[src/rtl/modn_pkg.sv]
// Shared constants for the modulo-N up/down counter.
// Latency: n/a (constants only).
// Backpressure: n/a.
package modn_pkg;

  // Direction encoding on the mode input.
  localparam logic DIR_UP   = 1'b1;
  localparam logic DIR_DN   = 1'b0;

  // Boundary policy encoding on the wrap_en input.
  localparam logic POL_WRAP = 1'b1;
  localparam logic POL_SAT  = 1'b0;

endpackage : modn_pkg

[src/rtl/modn_next.sv]
// Next-count and event-flag decode for the modulo-N counter.
// Latency: purely combinational.
// Backpressure: none; the caller registers the results every edge.
module modn_next
  import modn_pkg::*;
#(
  parameter int MODULUS = 12,
  parameter int WIDTH   = $clog2(MODULUS)
) (
  input  logic [WIDTH-1:0] count,
  input  logic             load,
  input  logic             en,
  input  logic             mode,
  input  logic             wrap_en,
  input  logic [WIDTH-1:0] data_in,
  output logic [WIDTH-1:0] next_count,
  output logic             carry,
  output logic             borrow,
  output logic             load_err
);

  // One extra bit so MODULUS-1 and count+1 are exact even when MODULUS == 2**WIDTH.
  localparam logic [WIDTH:0] CNT_MAX = (WIDTH+1)'(MODULUS - 1);

  logic [WIDTH:0] cnt_x;
  logic [WIDTH:0] din_x;
  logic [WIDTH:0] inc_x;

  assign cnt_x = {1'b0, count};
  assign din_x = {1'b0, data_in};
  assign inc_x = cnt_x + (WIDTH+1)'(1);

  // Priority load > en > hold; out-of-range loads clamp to the top value.
  always_comb begin
    next_count = count;
    carry      = 1'b0;
    borrow     = 1'b0;
    load_err   = 1'b0;
    if (load) begin
      if (din_x > CNT_MAX) begin
        next_count = CNT_MAX[WIDTH-1:0];
        load_err   = 1'b1;
      end else begin
        next_count = data_in;
      end
    end else if (en) begin
      if (mode == DIR_UP) begin
        if (inc_x <= CNT_MAX) begin
          next_count = inc_x[WIDTH-1:0];
        end else if (wrap_en == POL_WRAP) begin
          next_count = '0;
          carry      = 1'b1;
        end
      end else begin
        if (cnt_x != '0) begin
          next_count = count - 1'b1;
        end else if (wrap_en == POL_WRAP) begin
          next_count = CNT_MAX[WIDTH-1:0];
          borrow     = 1'b1;
        end
      end
    end
  end

endmodule : modn_next

[src/rtl/modn_updn_counter.sv]
// Modulo-N up/down counter with load, wrap/saturate policy and event pulses.
// Latency: one clock from sampled inputs to count_out and pulses; tc is combinational.
// Backpressure: none; acts on every enabled clock edge.
module modn_updn_counter
  import modn_pkg::*;
#(
  parameter int MODULUS   = 12,
  parameter int WIDTH     = $clog2(MODULUS),
  parameter int RESET_VAL = 0
) (
  input  logic             clock,
  input  logic             reset_n,
  input  logic             en,
  input  logic             load,
  input  logic             mode,
  input  logic             wrap_en,
  input  logic [WIDTH-1:0] data_in,
  output logic [WIDTH-1:0] count_out,
  output logic             tc,
  output logic             carry_out,
  output logic             borrow_out,
  output logic             load_err
);

  if (MODULUS < 2) begin : g_bad_modulus
    $fatal(1, "modn_updn_counter: MODULUS must be at least 2");
  end
  if (RESET_VAL >= MODULUS) begin : g_bad_reset_val
    $fatal(1, "modn_updn_counter: RESET_VAL must be below MODULUS");
  end

  localparam logic [WIDTH-1:0] CNT_MAX = WIDTH'(MODULUS - 1);
  localparam logic [WIDTH-1:0] CNT_RST = WIDTH'(RESET_VAL);

  logic [WIDTH-1:0] next_count;
  logic             carry_nxt;
  logic             borrow_nxt;
  logic             load_err_nxt;

  modn_next #(
    .MODULUS (MODULUS),
    .WIDTH   (WIDTH)
  ) u_next (
    .count      (count_out),
    .load       (load),
    .en         (en),
    .mode       (mode),
    .wrap_en    (wrap_en),
    .data_in    (data_in),
    .next_count (next_count),
    .carry      (carry_nxt),
    .borrow     (borrow_nxt),
    .load_err   (load_err_nxt)
  );

  // Count and event pulses register together so pulses line up with the new count.
  always_ff @(posedge clock or negedge reset_n) begin
    if (!reset_n) begin
      count_out  <= CNT_RST;
      carry_out  <= 1'b0;
      borrow_out <= 1'b0;
      load_err   <= 1'b0;
    end else begin
      count_out  <= next_count;
      carry_out  <= carry_nxt;
      borrow_out <= borrow_nxt;
      load_err   <= load_err_nxt;
    end
  end

  // Terminal count follows the current direction with no pipeline.
  assign tc = (mode == DIR_UP) ? (count_out == CNT_MAX) : (count_out == '0);

endmodule : modn_updn_counter

[config.mk]
export PLATFORM = sky130hd
export DESIGN_NAME = modn_updn_counter
export DESIGN_NICKNAME = d
export VERILOG_FILES = /design/src/rtl/modn_pkg.sv /design/src/rtl/modn_next.sv /design/src/rtl/modn_updn_counter.sv
export SDC_FILE = /design/constraint.sdc
export NUM_CORES = 1
export LEC_CHECK = 0
export CORE_MARGIN = 1
export CORE_UTILIZATION = 40
export CTS_CLUSTER_SIZE = 30
export DETAILED_ROUTE_END_ITERATION = 10
export GPL_TIMING_DRIVEN = 0
export PLACE_DENSITY = 0.76
export SLEW_MARGIN = 30
export SYNTH_ARGS = -nofsm -noshare
export SYNTH_HDL_FRONTEND = slang
export SYNTH_SLANG_ARGS = --single-unit
[constraint.sdc]
create_clock -name clock -period 4.9 [get_ports clock]
set_input_delay 0.98 -clock clock [delete_from_list [all_inputs] [get_ports clock]]
set_output_delay 0.98 -clock clock [all_outputs]
set_load 0.05 [all_outputs]
==> impl_metrics.json <==
{
  "area_growth_pct": 31.9,
  "wl_per_cell_um": 13.3,
  "utilization_pct": 56.6,
  "hold_viol": 0,
  "drive_above_1_share_pct": 14.9,
  "synth_warnings": 0,
  "antenna_cells": 0,
  "die_w_um": 42.2,
  "synth.net_count": 87,
  "cp_data_arrival_time_ns": 2.34,
  "drt-initial-drc-count": 16,
  "synthArstFlopShare_pct": 100,
  "postRouteWirelength_um": 1460,
  "ir_drop_uv": 131,
  "clk_path_buf_depth": 2,
  "cpLargestDelayFamily": "buffers and inverters",
  "seq_area_frac_synth_pct": 27.1,
  "antenna_left": 0,
  "syn_area_sq_um": 647,
  "antenna_found_initial": 0,
  "status": "finished clean",
  "rsz0062_at_grt": "no",
  "hp-class": "register to register",
  "insertion_delay_ns": 0.26,
  "setup_viol": 0,
  "skew_ns": 0.00299,
  "cts_resized": 0,
  "drc": 0,
  "overflow": 0,
  "netlist.area_leader.share_pct": 27.1,
  "die_y_um": 42.2,
  "grt_pass1_vias": 542,
  "cts_tree": "built",
  "clock_sinks": 7,
  "clock-root-buffer": "clkbuf_4",
  "start_kind": "register",
  "io_pins": 18,
  "fin_crit_sh_pct": 67.7,
  "avgSynthCellArea_sq_um": 8.74,
  "fp-row-count": 14,
  "start_util_pct": 42.9,
  "postCtsSetupBuffers": 0,
  "grt_max_degree": 11,
  "crit_type": "register to primary output",
  "cp_num_buf_inv": 3,
  "dr.pass1.iters": 4,
  "synth.distinct_cells": 36,
  "grt_first_pass_wirelength_um": 2490,
  "tightest_slew_ns": 0.499,
  "fin_setup_tns_ns": 0,
  "synth.largest_area_cell": "dfrtp_1",
  "dr_total_vias": 627,
  "final_area_sq_um": 853,
  "leakagePower_uw": 0.000357,
  "maxClockFrequency_mhz": 301,
  "netlist_top_cells_area": "dfrtp_1 27%, ha_1 5.8%, nor2_1 5.2%, mux2_4 4.6%, o2bb2ai_4 4.3%",
  "cp_cell_sequence": "buf_2 > inv_1 > ha_1 > nor3b_1 > a31oi_1 > nor2_1 > clkdlybuf4s50_1",
  "clk_pin_slew_worst_paths_ns": 0.05,
  "die_area_sq_um": 1780,
  "portBuffers": 16,
  "ys_ff_latch": 7,
  "hold_buffers": 0,
  "viasPerCell": 5.70,
  "layout_min_cycle_time_ns": 3.32,
  "cap_violations": 0,
  "synthFlopType": "dfrtp_1",
  "slew_viol_final": 0,
  "crit_fanout": 8,
  "fp.coreArea_sq_um": 1510,
  "place.gp.congestion": 0.832,
  "dp_hpwl_um": 1130,
  "cts_buffers": 3,
  "pwr_density_cell_nw_per_um2": 410,
  "slew_headroom_pct": 66.6,
  "netlist_instances": 74,
  "synth_common_cells": "9 x nor2_1, 7 x dfrtp_1, 6 x nand2_1",
  "slowest_stage": "clkdlybuf4s50_1",
  "nets": 108,
  "cp.required_ns": 3.92,
  "groute.usage.overall_pct": 19.2,
  "synth_edf_count": 0,
  "htree_num_levels": 1,
  "placed_cell_area_sq_um": 827,
  "cp-end-kind": "primary output",
  "finalHoldWorstSlack_ns": 0.693,
  "max_stage_delay_ns": 0.80,
  "yosys.cell_count.top_type": "nor2_1"
}
-- kinds of logic after synthesis --
| group | Yosys count | share of synthesized area [%] |
|---|---|---|
| xor gates and xnor gates | 1 | 1.35 |
| muxes | 5 | 11.2 |
| and+or+nand+nor | 30 | 24.6 |
| adders and majority gates | 3 | 5.80 |
| AOI/OAI and AO/OA | 20 | 23.8 |
| buffers and inverters | 8 | 6.19 |
| DFF | 7 | 27.1 |
-- where the power goes --
part | leakage [uW] | internal [uW] | switching, uW
Clock | 0.0000150 | 31.1 | 22.0
Sequential | 0.0000890 | 67.4 | 14.0
Combinational | 0.000253 | 89.9 | 125
-- layout make-up --
class | instances | area (sq um)
timing repair buffer | 16 | 160
sequential | 7 | 175
clock buffer | 4 | 26.3
inverter | 3 | 11.3
fill | 140 | 653
buffer | 5 | 28.8
tap | 16 | 20.0
multi-input combinational | 59 | 432
-- layout by cell type, fill, tap and decap left out, drive strengths merged, types with 2 or more instances in the layout --
cell,instances
clkdlybuf4s50,16
nor2,9
dfrtp,7
nand2,6
a21oi,6
clkbuf,6
o21ai,4
inv,3
nand3,3
nand2b,3
ha,3
buf,3
mux2i,3
nor3b,2
a31oi,2
mux2,2
o2bb2ai,2
-- state kept, by name (all words and copies together) (netlist names) --
| signal | flops |
|---|---|
| count_out | 4 |
| carry_out | 1 |
| load_err | 1 |
| borrow_out | 1 |
-- tightest hold or removal path, delay by kind of cell, from the launching register on --
kind	cells	cell delay, ns
AND/OR/NAND/NOR	3	0.26
flip-flops	1	0.39
-- layer usage --
metal / GRT usage [%] / routed length, um / up-vias
li1: - / - / 304
met1: 25.3 / 648 / 299
met2: 28.3 / 706 / 20
met3: 7.33 / 88 / 4
met4: 7.50 / 14 / 0
met5: 0 / 0 / -
-- final timing paths --
kind                                    from            to  slack [ns]  cells past startpoint
worst max-delay path            count_out[0]            tc        1.58                      7
worst min-delay path            count_out[3]    borrow_out        0.69                      3
worst max register to register  count_out[1]  count_out[2]        2.84                      6
worst min register to register  count_out[3]    borrow_out        0.69                      3
max in group asynchronous            reset_n     carry_out        3.69                      1
min in group asynchronous            reset_n      load_err        0.98                      1
-- stage by stage --
stage,cells,power [uW],setup slack (ns)
after global routing,110,378,1.42
final,110,350,1.58
after global placement,106,295,1.66
after detailed placement,106,297,1.65
after CTS,110,353,1.56
after floorplan,74,243,1.92
No activity file was read; power rests on OpenSTA's default activity.
